File: src/rtl/note_frame_enable.sv
// -----------------------------------------------------------------------------
// note_frame_enable
//
// Captures a multi-voice note frame from the MCU SPI receiver when the SPI
// chip-enable (ce) deasserts, and presents it to the tone generators with a
// one-cycle start pulse. A frame that arrives while the player is busy is held
// in a one-deep pending buffer. If a buffered frame is replaced or discarded
// before it is played, a sticky overrun flag is raised.
//
// Parameters:
//   VOICES      number of note channels in a frame
//   NOTE_W      bits per voice note code
//   ACK_TIMEOUT cycles to wait for makingMusic after start before giving up
//
// Ports:
//   clk                 system clock
//   reset               synchronous active-high reset
//   ce                  MCU SPI chip enable (async, idle high; fall = frame done)
//   newFlattenedMCUout  frame from SPI shift register, stable while ce low
//   makingMusic         high while the player is sounding the current frame
//   clearOverrun        one-cycle clear of the overrun flag
//   flattenedMCUout     frame presented to tone generators
//   start               one-cycle pulse: new frame valid on flattenedMCUout
//   voiceActive         bit i high when voice i note field is nonzero
//   pending             a frame is buffered awaiting playback
//   overrun             sticky: a buffered frame was discarded unplayed
// -----------------------------------------------------------------------------
module note_frame_enable #(
  parameter int VOICES      = 4,
  parameter int NOTE_W      = 10,
  parameter int ACK_TIMEOUT = 1024
) (
  input  logic                     clk,
  input  logic                     reset,
  input  logic                     ce,
  input  logic [VOICES*NOTE_W-1:0] newFlattenedMCUout,
  input  logic                     makingMusic,
  input  logic                     clearOverrun,
  output logic [VOICES*NOTE_W-1:0] flattenedMCUout,
  output logic                     start,
  output logic [VOICES-1:0]        voiceActive,
  output logic                     pending,
  output logic                     overrun
);

  localparam int FRAME_W = VOICES * NOTE_W;
  localparam int CNT_W   = (ACK_TIMEOUT > 1) ? $clog2(ACK_TIMEOUT) : 1;
  localparam logic [CNT_W-1:0] CNT_LAST = CNT_W'(ACK_TIMEOUT - 1);

  typedef enum logic [1:0] {
    IDLE     = 2'd0,
    ACK_WAIT = 2'd1,
    PLAYING  = 2'd2
  } state_t;

  // Per-voice activity: a voice is active when any bit of its note is set.
  function automatic logic [VOICES-1:0] active_of(input logic [FRAME_W-1:0] f);
    logic [VOICES-1:0] a;
    a = {VOICES{1'b0}};
    for (int v = 0; v < VOICES; v++) begin
      a[v] = |f[v*NOTE_W +: NOTE_W];
    end
    return a;
  endfunction

  logic               ce_s1_q, ce_s2_q, ce_prev_q;
  logic [1:0]         vld_q;
  logic               arm_q;
  state_t             state_q;
  logic [CNT_W-1:0]   cnt_q;
  logic [FRAME_W-1:0] frame_q;
  logic [VOICES-1:0]  active_q;
  logic               start_q;
  logic [FRAME_W-1:0] pend_buf_q;
  logic               pending_q;
  logic               overrun_q;

  logic               fall_s;
  logic [VOICES-1:0]  new_active_d;
  logic [VOICES-1:0]  pend_active_d;

  // The synchroniser resets to 1, so if ce is held low across reset the
  // chain would still show a synthetic high->low edge on release. arm_q only
  // opens once a genuinely sampled high ce has reached ce_s2_q (vld_q tracks
  // when the chain holds real samples), so a frame cut short by reset is
  // never loaded.
  assign fall_s        = arm_q & ce_prev_q & ~ce_s2_q;
  assign new_active_d  = active_of(newFlattenedMCUout);
  assign pend_active_d = active_of(pend_buf_q);

  assign flattenedMCUout = frame_q;
  assign voiceActive     = active_q;
  assign start           = start_q;
  assign pending         = pending_q;
  assign overrun         = overrun_q;

  // ce synchroniser, edge-history flop and arming logic.
  always_ff @(posedge clk) begin
    if (reset) begin
      ce_s1_q   <= 1'b1;
      ce_s2_q   <= 1'b1;
      ce_prev_q <= 1'b1;
      vld_q     <= 2'b00;
      arm_q     <= 1'b0;
    end else begin
      ce_s1_q   <= ce;
      ce_s2_q   <= ce_s1_q;
      ce_prev_q <= ce_s2_q;
      vld_q     <= {vld_q[0], 1'b1};
      arm_q     <= arm_q | (vld_q[1] & ce_s2_q);
    end
  end

  // Frame hand-off FSM with pending buffer, ack timeout and overrun flag.
  always_ff @(posedge clk) begin
    if (reset) begin
      state_q    <= IDLE;
      cnt_q      <= {CNT_W{1'b0}};
      frame_q    <= {FRAME_W{1'b0}};
      active_q   <= {VOICES{1'b0}};
      start_q    <= 1'b0;
      pend_buf_q <= {FRAME_W{1'b0}};
      pending_q  <= 1'b0;
      overrun_q  <= 1'b0;
    end else begin
      start_q <= 1'b0;
      // Any overrun set below is a later assignment, so set beats clear.
      if (clearOverrun) begin
        overrun_q <= 1'b0;
      end
      case (state_q)
        IDLE: begin
          cnt_q <= {CNT_W{1'b0}};
          if (fall_s) begin
            frame_q  <= newFlattenedMCUout;
            active_q <= new_active_d;
            start_q  <= 1'b1;
            state_q  <= ACK_WAIT;
          end
        end
        ACK_WAIT: begin
          cnt_q <= cnt_q + CNT_W'(1);
          if (makingMusic) begin
            state_q <= PLAYING;
            if (fall_s) begin
              pend_buf_q <= newFlattenedMCUout;
              pending_q  <= 1'b1;
              if (pending_q) begin
                overrun_q <= 1'b1;
              end
            end
          end else if (cnt_q == CNT_LAST) begin
            // Player never acknowledged: offer the next frame if there is one,
            // otherwise give up and keep the current frame on the outputs.
            cnt_q <= {CNT_W{1'b0}};
            if (fall_s) begin
              frame_q   <= newFlattenedMCUout;
              active_q  <= new_active_d;
              start_q   <= 1'b1;
              pending_q <= 1'b0;
              if (pending_q) begin
                overrun_q <= 1'b1;
              end
            end else if (pending_q) begin
              frame_q   <= pend_buf_q;
              active_q  <= pend_active_d;
              start_q   <= 1'b1;
              pending_q <= 1'b0;
            end else begin
              state_q <= IDLE;
            end
          end else if (fall_s) begin
            pend_buf_q <= newFlattenedMCUout;
            pending_q  <= 1'b1;
            if (pending_q) begin
              overrun_q <= 1'b1;
            end
          end
        end
        PLAYING: begin
          cnt_q <= {CNT_W{1'b0}};
          if (!makingMusic) begin
            if (fall_s) begin
              // A fresh frame supersedes whatever was buffered.
              frame_q   <= newFlattenedMCUout;
              active_q  <= new_active_d;
              start_q   <= 1'b1;
              pending_q <= 1'b0;
              state_q   <= ACK_WAIT;
              if (pending_q) begin
                overrun_q <= 1'b1;
              end
            end else if (pending_q) begin
              frame_q   <= pend_buf_q;
              active_q  <= pend_active_d;
              start_q   <= 1'b1;
              pending_q <= 1'b0;
              state_q   <= ACK_WAIT;
            end else begin
              state_q <= IDLE;
            end
          end else if (fall_s) begin
            pend_buf_q <= newFlattenedMCUout;
            pending_q  <= 1'b1;
            if (pending_q) begin
              overrun_q <= 1'b1;
            end
          end
        end
        default: begin
          state_q <= IDLE;
          cnt_q   <= {CNT_W{1'b0}};
        end
      endcase
    end
  end

endmodule

File: config.mk
export PLATFORM = sky130hd
export DESIGN_NAME = note_frame_enable
export DESIGN_NICKNAME = d
export VERILOG_FILES = /design/src/rtl/note_frame_enable.sv
export SDC_FILE = /design/constraint.sdc
export NUM_CORES = 1
export LEC_CHECK = 0
export BUFFER_PORTS_ARGS = -buffer_cell sky130_fd_sc_hd__buf_2
export CAP_MARGIN = 20
export CORE_UTILIZATION = 48
export DETAILED_ROUTE_END_ITERATION = 7
export GPL_TIMING_DRIVEN = 1
export HOLD_SLACK_MARGIN = 0.03
export PLACE_DENSITY = 0.78
export SYNTH_ARGS = -nofsm -noshare
export SYNTH_HDL_FRONTEND = slang
export SYNTH_SLANG_ARGS = --single-unit
export TNS_END_PERCENT = 5
File: constraint.sdc
create_clock -name clk -period 2.57 [get_ports clk]
set_input_delay 0.1285 -clock clk [delete_from_list [all_inputs] [get_ports clk]]
set_output_delay 0.1285 -clock clk [all_outputs]
set_load 0.01 [all_outputs]
==> results.sh <==
export IMPL_outcome="completed"
export IMPL_worst_slack_ps=460
export IMPL_post_cts_resized=0
export IMPL_endpoint_kind="flop"
export IMPL_cts_num_sinks=105
export IMPL_overflow=0
export IMPL_max_stage_delay_ps=430
export IMPL_synth_flop_cell="dfxtp_1"
export IMPL_post_drt_wl_per_cell_um=17.1
export IMPL_setup_violations=0
export IMPL_drv_slew=0
export IMPL_rrSetupSlack_ps=460
export IMPL_utilization_pct=60.0
export IMPL_critPathKind="flop to flop"
export IMPL_postCtsSetupBuffers=0
export IMPL_grt_max_degree=46
export IMPL_nets=709
export IMPL_final_setup_skew_ps=12.2
export IMPL_htreeDepth=3
export IMPL_synth_compound_area_share_pct=28.3
export IMPL_p_leak_nw=2.22
export IMPL_ant_nets=0
export IMPL_grt_pass1_vias=4681
export IMPL_post_dp_cell_area_um2=5520
export IMPL_seq_area_frac_synth_pct=42.0
export IMPL_die_area_um2=10800
export IMPL_antenna_found_initial=0
export IMPL_drt_pre_antenna_iters=5
export IMPL_arrival_ps=2360
export IMPL_power_mw=5.56
export IMPL_ys_ff_latch=105
export IMPL_tightestPinTransition_ps=514
export IMPL_n_antenna_cell=0
export IMPL_area_growth_pct=19.3
export IMPL_synthAdderAreaFrac_pct=1.25
export IMPL_fp_dieH_um=104
export IMPL_startpoint_type="flop"
export IMPL_synth_area_um2=5010
export IMPL_initial_core_util_pct=50.3
export IMPL_route_detailed_drc=0
export IMPL_hold_path_end="pend_buf_q[11]"
export IMPL_vias_per_cell=6.15
export IMPL_port_buffers=91
export IMPL_hold_class="input pin to flop"
export IMPL_ioPinCount=92
export IMPL_final_area_um2=5970
export IMPL_timing_final_crit_share_pct=82.1
export IMPL_core_area_um2=9950
export IMPL_maxCapViolCount=0
export IMPL_crit_top_cell="buf_4"
export IMPL_whs_path_depth=3
export IMPL_hold_viol_final=0
export IMPL_rr_worst_depth=7
export IMPL_post_route_min_period_ps=2110
export IMPL_hpwl_mm=8.69
export IMPL_yosys_top_cells_count="105 x dfxtp_1, 93 x nand3_1, 49 x nand2_1, 47 x clkbuf_1"
export IMPL_vdd_drop_max_mv=0.454
export IMPL_syn_inst=577
export IMPL_synth_area_mux_share_pct=0.999
export IMPL_synth_top_cell_by_area="dfxtp_1"
export IMPL_fillers=846
export IMPL_cp_required_ps=2820
export IMPL_cp_cell_sequence="inv_1 -> ha_1 -> buf_4 -> nand2_1 -> buf_4 -> mux2i_1 -> o21ai_1"
export IMPL_synth_top_family_by_area="compound AO/OA/AOI/OAI gates"
export IMPL_reg2reg_from="state_q[0]"
export IMPL_num_rows=36
export IMPL_grt_pass1_wl_mm=22.9
export IMPL_syn_nets=627
export IMPL_drive_gt1_share_pct=25.2
export IMPL_yosys_area_share_simple_pct=20.0
export IMPL_clk_path_buf_depth=2
export IMPL_pre_cts_slack_ps=479
export IMPL_crit_path_top_delay_cell="buf_4"
export IMPL_cts_buffers=9
export IMPL_setup_tns_ps=0
export IMPL_cts_tree="built"
export IMPL_clkLatencyLatePin_ps=370
export IMPL_holdCritStartpoint="newFlattenedMCUout[11]"
export IMPL_pwr_density_cell_nw_per_um2=931
export IMPL_synth_top_area_share_pct=42.0
export IMPL_yosysWarnings=0
export IMPL_cp_max_fo=44
export IMPL_yosysUniqueCellTypes=42
export IMPL_gp_congestion=0.811
export IMPL_relSlewSlack_pct=65.7
export IMPL_root_buffer="clkbuf_8"
export IMPL_holdBufCountCts=22
export IMPL_drt_initial_drc_count=348
export IMPL_vias=4904
export IMPL_yosys_cell_count_top_type="dfxtp_1"
export IMPL_routed_wl_mm=13.6
export IMPL_die_w_um=104
export IMPL_grtUsageTotal_pct=25.5
export IMPL_synth_area_leaders="dfxtp_1 42%, a311oi_2 12%, nand3_1 9.3%, a31oi_1 5.0%, a21oi_1 4.4%"
export IMPL_synth_async_reset_ratio_pct=0
export IMPL_rsz0062_at_grt="false"
export IMPL_synth_xor_area_share_pct=1.40
export IMPL_fmaxAchievable_mhz=474
export IMPL_synth_edf_count=0
export IMPL_avgSynthCellArea_um2=8.68
export IMPL_clk_pin_slew_ps=90
export IMPL_r2r_end="voiceActive[0]"
## cells in the final DEF (no fill, tap or decap), drive strengths merged, types with 2 or more instances in the layout
cell type      n
nor2b          4
nand3         93
ha             5
inv            6
a31o           4
or2            4
clkinv         3
xor2           7
nor3           2
nand4          5
dfxtp        105
a311oi        41
and4           4
and3           2
nor2          22
nor4          16
nand2         49
o21ai         47
buf          108
clkbuf        11
mux2i          5
a31oi         40
a21oi         44
bufinv         3
dlygate4sd3   22
## cells by family after synthesis
| family | Yosys count |
|---|---|
| buffers and inverters | 66 |
| adder cells (fa/ha/maj) | 5 |
| AO/OA/AOI/OAI | 184 |
| AND/OR/NAND/NOR | 204 |
| XOR/XNOR | 8 |
| flip-flops | 105 |
| multiplexers | 5 |
## area by class of cell
| class | count | area, um2 | area share [%] |
|---|---|---|---|
| Sequential cell | 105 | 2100 | 35.2 |
| Clock inverter | 5 | 104 | 1.74 |
| Multi-Input combinational cell | 406 | 2630 | 44.0 |
| Inverter | 7 | 26.3 | 0.440 |
| Clock buffer | 11 | 131 | 2.20 |
| Tap cell | 133 | 166 | 2.79 |
| Timing Repair Buffer | 130 | 818 | 13.7 |
## where the power goes
group | internal, mW | switching (mW) | total, mW
registers | 1.94 | 0.191 | 2.13
logic | 0.871 | 1.36 | 2.24
clock network | 0.649 | 0.551 | 1.20
total | 3.46 | 2.11 | 5.56
## worst max-delay path by stage
stage	slack (ps)	from	cells past startpoint	endpoint
after floorplan	560	state_q[0]	8	flattenedMCUout[34]
after CTS	460	state_q[0]	7	voiceActive[0]
after global routing	330	state_q[1]	7	flattenedMCUout[29]
after detailed placement	480	state_q[0]	7	voiceActive[0]
final	460	state_q[0]	7	voiceActive[0]
after global placement	530	state_q[0]	7	voiceActive[0]
## layer usage
layer,GRT usage [%],share of wire [%],vias up
met2,44.8,49,263
met4,6.94,1.6,0
met1,32.2,41,2297
met3,3.88,8.3,18
met5,0,0,-
li1,-,-,2326
## worst max-delay path: cells and delay by family, from the launching register on
kind | cells | cell delay, ps
flip-flops | 1 | 400
buffers and inverters | 3 | 750
adder cells (fa/ha/maj) | 1 | 320
AO/OA/AOI/OAI | 1 | 90
multiplexers | 1 | 340
AND/OR/NAND/NOR | 1 | 80
## metrics by stage
step | cells | hold slack (ps)
after global routing | 797 | 36.9
after global placement | 759 | 310
after CTS | 797 | 30.9
final | 797 | 48.8
after floorplan | 577 | 226
after detailed placement | 759 | 312
## sequential cells by signal, indices dropped and copies added, names as in the netlist, 2 cells and up
name	flops
flattenedMCUout	40
pend_buf_q	40
cnt_q	10
voiceActive	4
state_q	2
vld_q	2
Power figures use the tool's default switching activity.
